`config.mk`:
```
export PLATFORM = sky130hd
export DESIGN_NAME = fb_scanout
export DESIGN_NICKNAME = d
export VERILOG_FILES = /design/src/rtl/fb_scanout_pkg.sv /design/src/rtl/fb_scanout_timing_gen.sv /design/src/rtl/fb_scanout.sv
export SDC_FILE = /design/constraint.sdc
export NUM_CORES = 1
export LEC_CHECK = 0
export CORE_ASPECT_RATIO = 1.25
export CORE_MARGIN = 3
export CORE_UTILIZATION = 35
export CTS_BUF_LIST = sky130_fd_sc_hd__clkbuf_8
export CTS_CLUSTER_DIAMETER = 40
export CTS_CLUSTER_SIZE = 24
export DETAILED_ROUTE_END_ITERATION = 10
export SYNTH_ARGS = -nofsm -noshare
export SYNTH_HDL_FRONTEND = slang
export SYNTH_SLANG_ARGS = --single-unit
```
`constraint.sdc`:
```
create_clock -name clk -period 2.94 [get_ports clk]
set_input_delay 0.588 -clock clk [delete_from_list [all_inputs] [get_ports clk]]
set_output_delay 0.588 -clock clk [all_outputs]
set_load 0.01 [all_outputs]
```
`src/rtl/fb_scanout_pkg.sv`:
```
// Shared types and raster-timing helpers for the frame-buffer scanout.
// The 12-bit coordinate type is also used by the rasterizer.
package fb_scanout_pkg;

    typedef logic [11:0] coord_t;

    typedef enum logic [1:0] {
        IDLE  = 2'd0,
        RUN   = 2'd1,
        DRAIN = 2'd2
    } state_e;

    function automatic int sync_start(input int active, input int fp);
        return active + fp;
    endfunction

    function automatic int sync_end(input int active, input int fp,
                                    input int sync);
        return active + fp + sync;
    endfunction

    function automatic int span_total(input int active, input int fp,
                                      input int sync, input int bp);
        return active + fp + sync + bp;
    endfunction

    localparam int H_ACTIVE_DEF = 640;
    localparam int H_FP_DEF     = 16;
    localparam int H_SYNC_DEF   = 96;
    localparam int H_BP_DEF     = 48;
    localparam int V_ACTIVE_DEF = 480;
    localparam int V_FP_DEF     = 10;
    localparam int V_SYNC_DEF   = 2;
    localparam int V_BP_DEF     = 33;

    localparam int H_TOTAL = span_total(H_ACTIVE_DEF, H_FP_DEF,
                                        H_SYNC_DEF, H_BP_DEF);
    localparam int V_TOTAL = span_total(V_ACTIVE_DEF, V_FP_DEF,
                                        V_SYNC_DEF, V_BP_DEF);

endpackage

```
`src/rtl/fb_scanout_timing_gen.sv`:
```
// Pixel-tick divider and horizontal/vertical raster counters.
// Counters sit at zero whenever run_i is low.
module fb_timing_gen
    import fb_scanout_pkg::*;
#(
    parameter int H_ACTIVE = H_ACTIVE_DEF,
    parameter int H_FP     = H_FP_DEF,
    parameter int H_SYNC   = H_SYNC_DEF,
    parameter int H_BP     = H_BP_DEF,
    parameter int V_ACTIVE = V_ACTIVE_DEF,
    parameter int V_FP     = V_FP_DEF,
    parameter int V_SYNC   = V_SYNC_DEF,
    parameter int V_BP     = V_BP_DEF,
    parameter int CLK_DIV  = 2
) (
    input  logic   clk_i,
    input  logic   rst_i,
    input  logic   run_i,
    output logic   tick_o,
    output coord_t h_cnt_o,
    output coord_t v_cnt_o,
    output logic   act_o,
    output logic   hs_on_o,
    output logic   vs_on_o,
    output logic   origin_o,
    output logic   last_o
);

    localparam coord_t H_LAST   = coord_t'(span_total(H_ACTIVE, H_FP,
                                                      H_SYNC, H_BP) - 1);
    localparam coord_t V_LAST   = coord_t'(span_total(V_ACTIVE, V_FP,
                                                      V_SYNC, V_BP) - 1);
    localparam coord_t HS_START = coord_t'(sync_start(H_ACTIVE, H_FP));
    localparam coord_t HS_END   = coord_t'(sync_end(H_ACTIVE, H_FP, H_SYNC));
    localparam coord_t VS_START = coord_t'(sync_start(V_ACTIVE, V_FP));
    localparam coord_t VS_END   = coord_t'(sync_end(V_ACTIVE, V_FP, V_SYNC));
    localparam coord_t DIV_LAST = coord_t'(CLK_DIV - 1);

    coord_t div_q, div_d;
    coord_t h_q, h_d;
    coord_t v_q, v_d;

    assign tick_o = (div_q == DIV_LAST);

    always_comb begin
        div_d = div_q;
        h_d   = h_q;
        v_d   = v_q;
        if (!run_i) begin
            div_d = '0;
            h_d   = '0;
            v_d   = '0;
        end else if (tick_o) begin
            div_d = '0;
            if (h_q == H_LAST) begin
                h_d = '0;
                v_d = (v_q == V_LAST) ? '0 : v_q + 1'b1;
            end else begin
                h_d = h_q + 1'b1;
            end
        end else begin
            div_d = div_q + 1'b1;
        end
    end

    always_ff @(posedge clk_i or posedge rst_i) begin
        if (rst_i) begin
            div_q <= '0;
            h_q   <= '0;
            v_q   <= '0;
        end else begin
            div_q <= div_d;
            h_q   <= h_d;
            v_q   <= v_d;
        end
    end

    assign h_cnt_o  = h_q;
    assign v_cnt_o  = v_q;
    assign act_o    = (h_q < coord_t'(H_ACTIVE)) && (v_q < coord_t'(V_ACTIVE));
    assign hs_on_o  = (h_q >= HS_START) && (h_q < HS_END);
    assign vs_on_o  = (v_q >= VS_START) && (v_q < VS_END);
    assign origin_o = (h_q == '0) && (v_q == '0);
    assign last_o   = (h_q == H_LAST) && (v_q == V_LAST);

endmodule

```
`src/rtl/fb_scanout.sv`:
```
// Raster-order reader of the 1-bit video memory with VGA-style syncs.
// FB_SCANOUT_TEST_PATTERN_EN adds pattern_sel for a 32x32 checkerboard.
module fb_scanout
    import fb_scanout_pkg::*;
#(
    parameter int H_ACTIVE = H_ACTIVE_DEF,
    parameter int H_FP     = H_FP_DEF,
    parameter int H_SYNC   = H_SYNC_DEF,
    parameter int H_BP     = H_BP_DEF,
    parameter int V_ACTIVE = V_ACTIVE_DEF,
    parameter int V_FP     = V_FP_DEF,
    parameter int V_SYNC   = V_SYNC_DEF,
    parameter int V_BP     = V_BP_DEF,
    parameter int CLK_DIV  = 2
) (
    input  logic        clk,
    input  logic        rst,
    input  logic        enable,
`ifdef FB_SCANOUT_TEST_PATTERN_EN
    input  logic        pattern_sel,
`endif
    output logic [11:0] rd_row,
    output logic [11:0] rd_col,
    input  logic        rd_data,
    output logic        pixel,
    output logic        de,
    output logic        hsync,
    output logic        vsync,
    output logic        frame_start,
    output logic        busy
);

    state_e state_q, state_d;
    logic   tick, act, hs_on, vs_on, origin, last;
    coord_t h_cnt, v_cnt;
    logic   src;
    logic   px_q, px_d;
    logic   de_q, de_d;
    logic   hs_q, hs_d;
    logic   vs_q, vs_d;
    logic   fs_q, fs_d;

    fb_timing_gen #(
        .H_ACTIVE (H_ACTIVE),
        .H_FP     (H_FP),
        .H_SYNC   (H_SYNC),
        .H_BP     (H_BP),
        .V_ACTIVE (V_ACTIVE),
        .V_FP     (V_FP),
        .V_SYNC   (V_SYNC),
        .V_BP     (V_BP),
        .CLK_DIV  (CLK_DIV)
    ) u_timing (
        .clk_i    (clk),
        .rst_i    (rst),
        .run_i    (state_q != IDLE),
        .tick_o   (tick),
        .h_cnt_o  (h_cnt),
        .v_cnt_o  (v_cnt),
        .act_o    (act),
        .hs_on_o  (hs_on),
        .vs_on_o  (vs_on),
        .origin_o (origin),
        .last_o   (last)
    );

    assign rd_row = (v_cnt < coord_t'(V_ACTIVE)) ? v_cnt : '0;
    assign rd_col = (h_cnt < coord_t'(H_ACTIVE)) ? h_cnt : '0;

`ifdef FB_SCANOUT_TEST_PATTERN_EN
    logic pat_q, pat_d;

    // Sampled only at frame boundaries so a frame is never mixed.
    always_comb begin
        pat_d = pat_q;
        if ((state_q == IDLE) || (tick && last)) begin
            pat_d = pattern_sel;
        end
    end

    always_ff @(posedge clk or posedge rst) begin
        if (rst) begin
            pat_q <= 1'b0;
        end else begin
            pat_q <= pat_d;
        end
    end

    assign src = pat_q ? (rd_row[5] ^ rd_col[5]) : rd_data;
`else
    assign src = rd_data;
`endif

    always_comb begin
        state_d = state_q;
        unique case (state_q)
            IDLE:    if (enable) state_d = RUN;
            RUN:     if (!enable) state_d = DRAIN;
            DRAIN: begin
                if (enable) begin
                    state_d = RUN;
                end else if (tick && last) begin
                    state_d = IDLE;
                end
            end
            default: state_d = IDLE;
        endcase
    end

    always_comb begin
        px_d = px_q;
        de_d = de_q;
        hs_d = hs_q;
        vs_d = vs_q;
        fs_d = 1'b0;
        if (state_q == IDLE) begin
            px_d = 1'b0;
            de_d = 1'b0;
            hs_d = 1'b1;
            vs_d = 1'b1;
        end else if (tick) begin
            px_d = act & src;
            de_d = act;
            hs_d = ~hs_on;
            vs_d = ~vs_on;
            fs_d = origin;
        end
    end

    always_ff @(posedge clk or posedge rst) begin
        if (rst) begin
            state_q <= IDLE;
            px_q    <= 1'b0;
            de_q    <= 1'b0;
            hs_q    <= 1'b1;
            vs_q    <= 1'b1;
            fs_q    <= 1'b0;
        end else begin
            state_q <= state_d;
            px_q    <= px_d;
            de_q    <= de_d;
            hs_q    <= hs_d;
            vs_q    <= vs_d;
            fs_q    <= fs_d;
        end
    end

    assign pixel       = px_q;
    assign de          = de_q;
    assign hsync       = hs_q;
    assign vsync       = vs_q;
    assign frame_start = fs_q;
    assign busy        = (state_q != IDLE);

endmodule

```
==> results.md <==
- Status: complete, no violations
- Die Width: 81.4 um
- WP data arrival: 2770 ps
- Static Leakage: 0.00130 uW
- Cts hold-fix bufs: 0
- FF-to-FF setup slack: 410 ps
- Final Slew Violations: 0
- EDFF count, synth: 0
- Crit path launch type: flop
- CTS tree: built
- WL final: 5830 um
- GR Util met2: 25.5%
- Initial antenna violation count: 0
- Die Height: 100 um
- Most frequent cell after synthesis: dfrtp_1
- Clk_lat worst skew: 300 ps
- Clock transition at path regs: 90 ps
- Htree depth: 2
- Register area share after synthesis: 43.3%
- Tcrit/Tclk final: 86.1%
- Warnings, synthesis: 0
- Worst path required time: 3180 ps
- Number of global-route vias before repair: 2004
- Netlist cell types: 45
- CP max FO: 6
- Largest family of logic cells by synthesized area: simple AND/OR/NAND/NOR gates
- Area grow syn2layout: 18.5%
- Adder-cell area share of the yosys netlist: 3.02%
- Slowest stage cell, crit path: or4_4
- Mapped Cells: 287
- Final setup viols: 0
- Setup Total Neg Slack: 0 ps
- Non-Filler Instances: 404
- Dominant cells by area after synthesis: dfrtp_1, nor2_1, and3_1
- Register bit total from synthesis: 43
- Met3 Usage GRT: 2.78%
- Fin nets: 326
- Hold Path Class: flop to flop
- Relative slew margins: 64.2%
- Clock buffer count from CTS: 5
- Post-synthesis compound-gate area fraction: 9.95%
- GR Util met1: 19.4%
- Worst path max stage delay: 570 ps
- Port bufs: 28
- Starting Density: 37.0%
- First-pass GRT wire length: 9670 um
- RSZ-0062 raised after global routing: no
- Die ar.: 8160 um^2
- Measured slew at the worst slew-check pin: 537 ps
- Pre-antenna DRT Iters: 4
- Vias per cell: 5.16
- Ports: 34
- Placed Cells: 396
- CTS max path bufs: 2
- Gr ovfl total: 0
- Crit path time final: 2530 ps
- # diodes: 0
- Yosys top cell area share: 41.2%
- GRT Util Overall: 15.2%
- Site Rows: 33
- Post_cts resized: 0
- Async SR Flop Fraction: 100%
- DR vias: 2083
- PD cells: 481 nW/um^2
- Starting DRT DRC Count: 143
- Drt drc: 0
- Area occupied by multi-input gates: 1290 um^2
- Most used cell along the critical path: or3_1
- Buf/Inv on CP: 1
- Crit end category: flop
- Sequential cell area: 1080 um^2
- Setup Buffers After CTS: 0
- Layout cells sized above 1: 8.52%
- Total clock sinks: 43
- Placeable Area: 6730 um^2
- Ys flop type: dfrtp_1
- Clock root buffer: clkbuf_8
- Mapped Area: 2490 um^2
- Fillers: 675
- Top cell family by delay on the critical path: simple AND/OR/NAND/NOR gates
- Xor/xnor share of the synthesized area: 6.33%
- GRT Max-Usage Layer: met2
- Worst path cell trace: inv_1 > ha_1 > or3b_2 > or3_1 > or4_4 > or3_1 > o21ai_1
- Hold Fails Final Rpt: 0
- Wire length per cell: 14.4 um
- Synth top cells by count: dfrtp_1, nor2_1, nand2_1
- Multiplexer share of the synthesized area: 0.402%
- Largest net degree at the start of global routing: 44
- Worst Skew: 8.47 ps
- Routed Antenna Nets: 0
- Crit path kind: flop to flop
- Mean Syn Cell Area: 8.67 um^2
- Fmax: 395 MHz
- Synth Area in Simple Gates: 31.1%
- DP Wirelength: 4180 um
- Gp weighted congestion: 0.817
- Largest area contributor in the netlist: dfrtp_1
- Max Cap Viol: 0
- Max IR drop VDD: 184 uV
-- flip-flops by register name, summed over array words and instances (netlist names) --
signal / cells
state_q: 2
u_timing.v_cnt_o: 12
vsync: 1
de: 1
hsync: 1
frame_start: 1
u_timing.div_q: 12
pixel: 1
u_timing.h_cnt_o: 12
-- cells in the final DEF (no fill, tap or decap), types with 6 or more instances in the layout --
cell type,netlist,final
a21oi_1,8,8
and3_1,22,22
buf_4,5,8
clkdlybuf4s50_1,0,28
dfrtp_1,41,41
ha_1,6,6
inv_1,13,12
nand2_1,23,23
nand3_1,15,15
nor2_1,39,39
nor3_1,11,11
o21ai_0,16,16
xnor2_1,13,13
-- path summary, 6_finish.rpt --
path	from	end	cells past startpoint
setup / recovery	u_timing.div_q[1]	u_timing.v_cnt_o[11]	7
hold / removal	state_q[1]	state_q[0]	1
setup reg to reg	u_timing.div_q[1]	u_timing.v_cnt_o[11]	7
hold reg to reg	state_q[1]	state_q[0]	1
max in group asynchronous	rst	hsync	3
min in group asynchronous	rst	pixel	3
-- worst reg2reg max path, delay by kind of cell, from the launching register on --
family                   cells  cell delay (ps)
buffers and inverters        1               70
adder cells (fa/ha/maj)      1              130
flip-flops                   1              410
AO/OA/AOI/OAI                1               70
AND/OR/NAND/NOR              4             1800
-- power breakdown --
group / internal [uW] / total [uW] / switching, uW
Clock: 163 / 375 / 212
Sequential: 632 / 666 / 33.8
Combinational: 157 / 377 / 220
-- cells by family after synthesis --
kind of cell / Yosys count
buffers and inverters: 31
adder cells (fa/ha/maj): 6
flip-flops: 43
multiplexers: 1
other: 1
XOR/XNOR: 18
AO/OA/AOI/OAI: 41
AND/OR/NAND/NOR: 146
-- cell type report --
class	instances	area share [%]
Clock buffer	5	2.33
Clock inverter	3	0.509
Inverter	13	1.66
Multi-Input combinational cell	217	43.7
Sequential cell	43	36.6
Tap cell	87	3.69
Timing Repair Buffer	36	11.5
-- through the flow --
step	setup WS (ps)	instance area, um^2	total power (uW)	hold WS [ps]	utilization (%)
floorplan	421	2500	927	452	-
global placement	455	2860	1050	470	42.6
detailed placement	414	2860	1060	484	42.6
CTS	397	2950	1440	495	43.8
global route	234	2950	1500	529	43.8
finish	407	2950	1420	493	43.8
-- per-layer routing --
layer  share of wire [%]  routed length, um
met1                  45               2610
met2                  51               2960
met3                 2.9                169
met4                 1.7                 99
met5                   0                  0
(Power assumes the default switching activity.)
